[src/rtl/ignition_ctrl.sv]
// Engine ignition sequencer: prime, crank, run, cool-down with retry counting.
// Optional lockout after MAX_TRIES failed attempts is enabled by defining IGN_LOCKOUT_EN.
module ignition_ctrl #(
  parameter int PRIME_CYC = 2,
  parameter int CRANK_MAX = 8,
  parameter int COOL_CYC  = 16,
  parameter int MAX_TRIES = 3
) (
  input  logic clk,
  input  logic rst,
  input  logic start,
  input  logic stop,
  input  logic rpm_ok,
  output logic fuel_on,
  output logic crank,
  output logic running,
  output logic fault
);

  typedef enum logic [2:0] {
    OFF   = 3'd0,
    PRIME = 3'd1,
    CRANK = 3'd2,
    RUN   = 3'd3,
    COOL  = 3'd4,
    LOCK  = 3'd5
  } state_t;

  localparam logic [7:0] PRIME_END = 8'(PRIME_CYC - 1);
  localparam logic [7:0] CRANK_END = 8'(CRANK_MAX - 1);
  localparam logic [7:0] COOL_END  = 8'(COOL_CYC - 1);
  localparam logic [2:0] TRY_LIM   = 3'(MAX_TRIES);

  state_t      state;
  logic [7:0]  cnt;
  logic [2:0]  tries;
  logic [2:0]  tries_inc;
  logic [2:0]  outs;   // {fuel_on, crank, running}, loaded with the decode of the next state

  // Moore decode of the non-fault outputs for a given state
  function automatic logic [2:0] dec(input state_t s);
    case (s)
      PRIME:   dec = 3'b100;
      CRANK:   dec = 3'b110;
      RUN:     dec = 3'b101;
      default: dec = 3'b000;
    endcase
  endfunction

  assign tries_inc = (tries == 3'd7) ? 3'd7 : tries + 3'd1;

`ifdef IGN_LOCKOUT_EN
  logic fault_r;
  assign fault = fault_r;
`else
  assign fault = 1'b0;
`endif

  assign fuel_on = outs[2];
  assign crank   = outs[1];
  assign running = outs[0];

  // Sequencer state, counters and registered outputs
  always_ff @(posedge clk or posedge rst) begin
    if (rst) begin
      state <= OFF;
      cnt   <= 8'd0;
      tries <= 3'd0;
      outs  <= 3'b000;
`ifdef IGN_LOCKOUT_EN
      fault_r <= 1'b0;
`endif
    end else begin
      case (state)
        OFF: begin
          if (start && !stop) begin
            state <= PRIME;
            cnt   <= 8'd0;
            outs  <= dec(PRIME);
          end else begin
            outs <= dec(OFF);
          end
        end
        PRIME: begin
          if (stop) begin
            state <= OFF;
            cnt   <= 8'd0;
            outs  <= dec(OFF);
          end else if (cnt == PRIME_END) begin
            state <= CRANK;
            cnt   <= 8'd0;
            outs  <= dec(CRANK);
          end else begin
            cnt <= cnt + 8'd1;
          end
        end
        CRANK: begin
          // stop beats success, success beats timeout
          if (stop) begin
            state <= OFF;
            cnt   <= 8'd0;
            outs  <= dec(OFF);
          end else if (rpm_ok) begin
            state <= RUN;
            cnt   <= 8'd0;
            tries <= 3'd0;
            outs  <= dec(RUN);
          end else if (cnt == CRANK_END) begin
            cnt   <= 8'd0;
            tries <= tries_inc;
            outs  <= dec(COOL);
`ifdef IGN_LOCKOUT_EN
            if (tries_inc == TRY_LIM) begin
              state   <= LOCK;
              fault_r <= 1'b1;
            end else begin
              state <= COOL;
            end
`else
            state <= COOL;
`endif
          end else begin
            cnt <= cnt + 8'd1;
          end
        end
        RUN: begin
          if (stop || !rpm_ok) begin
            state <= OFF;
            cnt   <= 8'd0;
            outs  <= dec(OFF);
          end else begin
            outs <= dec(RUN);
          end
        end
        COOL: begin
          if (cnt == COOL_END) begin
            state <= OFF;
            cnt   <= 8'd0;
          end else begin
            cnt <= cnt + 8'd1;
          end
          outs <= dec(OFF);
        end
`ifdef IGN_LOCKOUT_EN
        LOCK: begin
          outs <= dec(LOCK);
        end
`endif
        default: begin
          state <= OFF;
          cnt   <= 8'd0;
          outs  <= dec(OFF);
        end
      endcase
    end
  end

endmodule
[config.mk]
export PLATFORM = sky130hd
export DESIGN_NAME = ignition_ctrl
export DESIGN_NICKNAME = d
export VERILOG_FILES = /design/src/rtl/ignition_ctrl.sv
export SDC_FILE = /design/constraint.sdc
export NUM_CORES = 1
export LEC_CHECK = 0
export ABC_AREA = 1
export CORE_MARGIN = 1.5
export CORE_UTILIZATION = 42
export DETAILED_ROUTE_END_ITERATION = 10
export PLACE_DENSITY = 0.64
export SLEW_MARGIN = 15
export SYNTH_ARGS = -nofsm -noshare
export SYNTH_HDL_FRONTEND = slang
export SYNTH_SLANG_ARGS = --single-unit
[constraint.sdc]
create_clock -name clk -period 1.88 [get_ports clk]
set_clock_uncertainty 0.1 [all_clocks]
set_input_delay 0.376 -clock clk [delete_from_list [all_inputs] [get_ports clk]]
set_output_delay 0.376 -clock clk [all_outputs]
set_load 0.01 [all_outputs]
==> run_results.csv <==
group,metric,value,unit
placed_design,dp_hpwl,1574,um
timing,setup_viol,0,
floorplan,io_pins,9,
timing,drv_slew,0,
routing,first_iter_violations,28,
global_route,grt_pass1_vias,818,
clock_network,ctsRootBufferMaster,"clkbuf_4",
routing,vias,897,
timing,max_freq,0.6022,GHz
flow_run,maxCapViolCount,0,
setup_path,crit_type,"reg2out",
cells_and_area,drive_above_1_share,0.1806,
cells_and_area,utilization,0.5199,
placed_design,io_buffers,7,
routing,ant_nets,0,
setup_path,cp-end-kind,"output port",
timing,finalCriticalPeriod,1.661,ns
clock_network,clk_path_buf_depth,2,
global_route,grt_pass1_wl,3588,um
yosys,yosysWarnings,0,
setup_path,critPathMaxFanout,2,
cells_and_area,area_growth,14.71,%
floorplan,start_util,0.4532,
clock_network,cts_tree,"done",
timing,final-hold-violation-count,0,
global_route,grt_overflow,0,
clock_network,hold_buffers,0,
yosys,synthesis.nets,150,
timing,worstMarginPinSlew,0.5458,ns
global_route,antenna_found_initial,0,
clock_network,post-cts-setup-buffers,0,
setup_path,slowest_delay,0.54,ns
timing,setup_tns,0,ns
setup_path,cp_data_required_time,1.40,ns
floorplan,rows,17,
yosys,syn_avg_cell_area,7.078,um2
clock_network,cts_resized,0,
clock_network,cts_sinks,14,
cells_and_area,diodes,0,
cells_and_area,multi_input_area,554.3,um2
timing,slew_headroom,0.6357,
floorplan,core,2233,um2
setup_path,worst_setup_path_start_kind,"register",
floorplan,dieArea,2713,um2
setup_path,crit_family,"buffers and inverters",
yosys,synth_top_area_frac,0.3461,
routing,routedWlPerCell,11.17,um
clock_network,numCtsBuffers,3,
setup_path,crit_buf_inv,1,
routing,drc,0,
cells_and_area,register_area,350.3,um2
routing,dr.pass1.iters,4,
clock_network,insertion_delay,0.30,ns
min_path,hold_class,"in2async",
routing,via_per_inst,4.902,
yosys,syn_area,1012,um2
clock_network,htree_levels,1,
yosys,synthTopCellsByArea,"dfrtp_1, nand2_1, inv_1",
power_and_ir_drop,power.density,1038,nW/um2
yosys,ys_types,26,
timing,rsz0062_at_grt,"false",
status,outcome,"finished, final reports clean",
global_route,grt_usage,0.1800,
floorplan,fp.dieW,52.09,um
yosys,yosysTopAreaCell,"dfrtp_1",
clock_network,clk_pin_slew,0.10,ns
timing,post-route-period-util,0.8833,
yosys,synthCells,143,
cells_and_area,num-fill-cells,216,
setup_path,cp_cell_sequence,"clkdlybuf4s50_1",
power_and_ir_drop,vdd_drop_max,0.7425,mV
routing,wl,2044,um
cells_and_area,fin_nets,163,
yosys,ys_seq_elements,14,
yosys,ys_seq_area_frac,0.3461,
global_route,grt_max_degree,15,
setup_path,critPathArrivalTime,1.18,ns
placed_design,routabilityCongestion,0.8346,
power_and_ir_drop,p_leak,0.6269,nW
floorplan,die_h,52.09,um
setup_path,slowest_stage,"clkdlybuf4s50_1",
layout make-up:
type / count / area share
Inverter: 26 / 0.08621
Tap cell: 28 / 0.03017
Multi-Input combinational cell: 102 / 0.4774
Clock buffer: 4 / 0.03125
Sequential cell: 14 / 0.3017
Timing Repair Buffer: 9 / 0.07328
Yosys cell counts, drive strengths merged:
| cell type | instances |
|---|---|
| nand2 | 45 |
| inv | 26 |
| nor2 | 18 |
| dfrtp | 14 |
| nand3 | 13 |
| nand4 | 10 |
| o21ai | 7 |
| ha | 2 |
| xor2 | 2 |
| a21oi | 1 |
| a31oi | 1 |
| buf | 1 |
| conb | 1 |
| nor3 | 1 |
| xnor2 | 1 |
sequential cells by signal, indices dropped and copies added (netlist names):
name	flops
cnt	8
outs	3
state	3
cell families (layout without fill, tap and decap cells):
group	Yosys count	after routing	synth area share
other cells	1	1	0.003705
buf+inv	27	39	0.1063
compound gates	9	9	0.07540
xor+xnor	3	3	0.02596
simple gates	87	87	0.4178
fa+ha+maj	2	2	0.02472
flops	14	14	0.3461
stage by stage:
step | instances | hold slack (ns) | worst slack (ns) | power [mW] | instance area, um2
floorplan | 143 | 0.1652 | 0.3985 | 0.8213 | 1012
global placement | 179 | 0.3592 | 0.09170 | 0.9670 | 1125
detailed placement | 179 | 0.3691 | 0.07209 | 0.9766 | 1125
CTS | 183 | 0.3350 | 0.1995 | 1.213 | 1161
global route | 183 | 0.3796 | 0.1066 | 1.303 | 1161
finish | 183 | 0.3082 | 0.2194 | 1.205 | 1161
per-layer routing:
| metal | wire length (um) | share of wire | GRT usage |
|---|---|---|---|
| met5 | 0 | 0 | 0 |
| met4 | 12 | 0.0059 | 0.03947 |
| met3 | 95 | 0.046 | 0.06322 |
| met2 | 909 | 0.44 | 0.2890 |
| met1 | 1027 | 0.50 | 0.2322 |
power breakdown:
| group | switching (mW) | leakage (nW) | internal, mW | total (mW) |
|---|---|---|---|---|
| sequential | 0.0605 | 0.190 | 0.360 | 0.421 |
| clock | 0.116 | 0.0210 | 0.118 | 0.234 |
| combinational | 0.348 | 0.416 | 0.202 | 0.550 |
path summary, 6_finish.rpt:
kind                       depth (start not counted)  slack (ns)                   end                start
max                                                1        0.22               running  outs[0]$_DFFE_PP0P_
min                                                2        0.31    cnt[3]$_DFFE_PP0P_                  rst
max reg2reg                                        6        0.22    cnt[0]$_DFFE_PP0P_   cnt[0]$_DFFE_PP0P_
min reg2reg                                        2        0.39   outs[0]$_DFFE_PP0P_  outs[0]$_DFFE_PP0P_
max in group asynchronous                          2        1.00  state[1]$_DFFE_PP0P_                  rst
min in group clk                                   2        0.39   outs[0]$_DFFE_PP0P_  outs[0]$_DFFE_PP0P_
cell usage in the layout (no fill, tap or decap), types with 3 or more instances in the layout:
| cell | Yosys | routed |
|---|---|---|
| clkbuf_4 | 0 | 3 |
| clkdlybuf4s50_1 | 0 | 7 |
| dfrtp_1 | 14 | 14 |
| inv_1 | 21 | 21 |
| inv_2 | 4 | 4 |
| nand2_1 | 40 | 40 |
| nand2_2 | 4 | 4 |
| nand3_1 | 12 | 12 |
| nand4_1 | 10 | 10 |
| nor2_1 | 13 | 13 |
| nor2_2 | 3 | 3 |
| o21ai_2 | 4 | 4 |
Power figures use the tool's default switching activity.
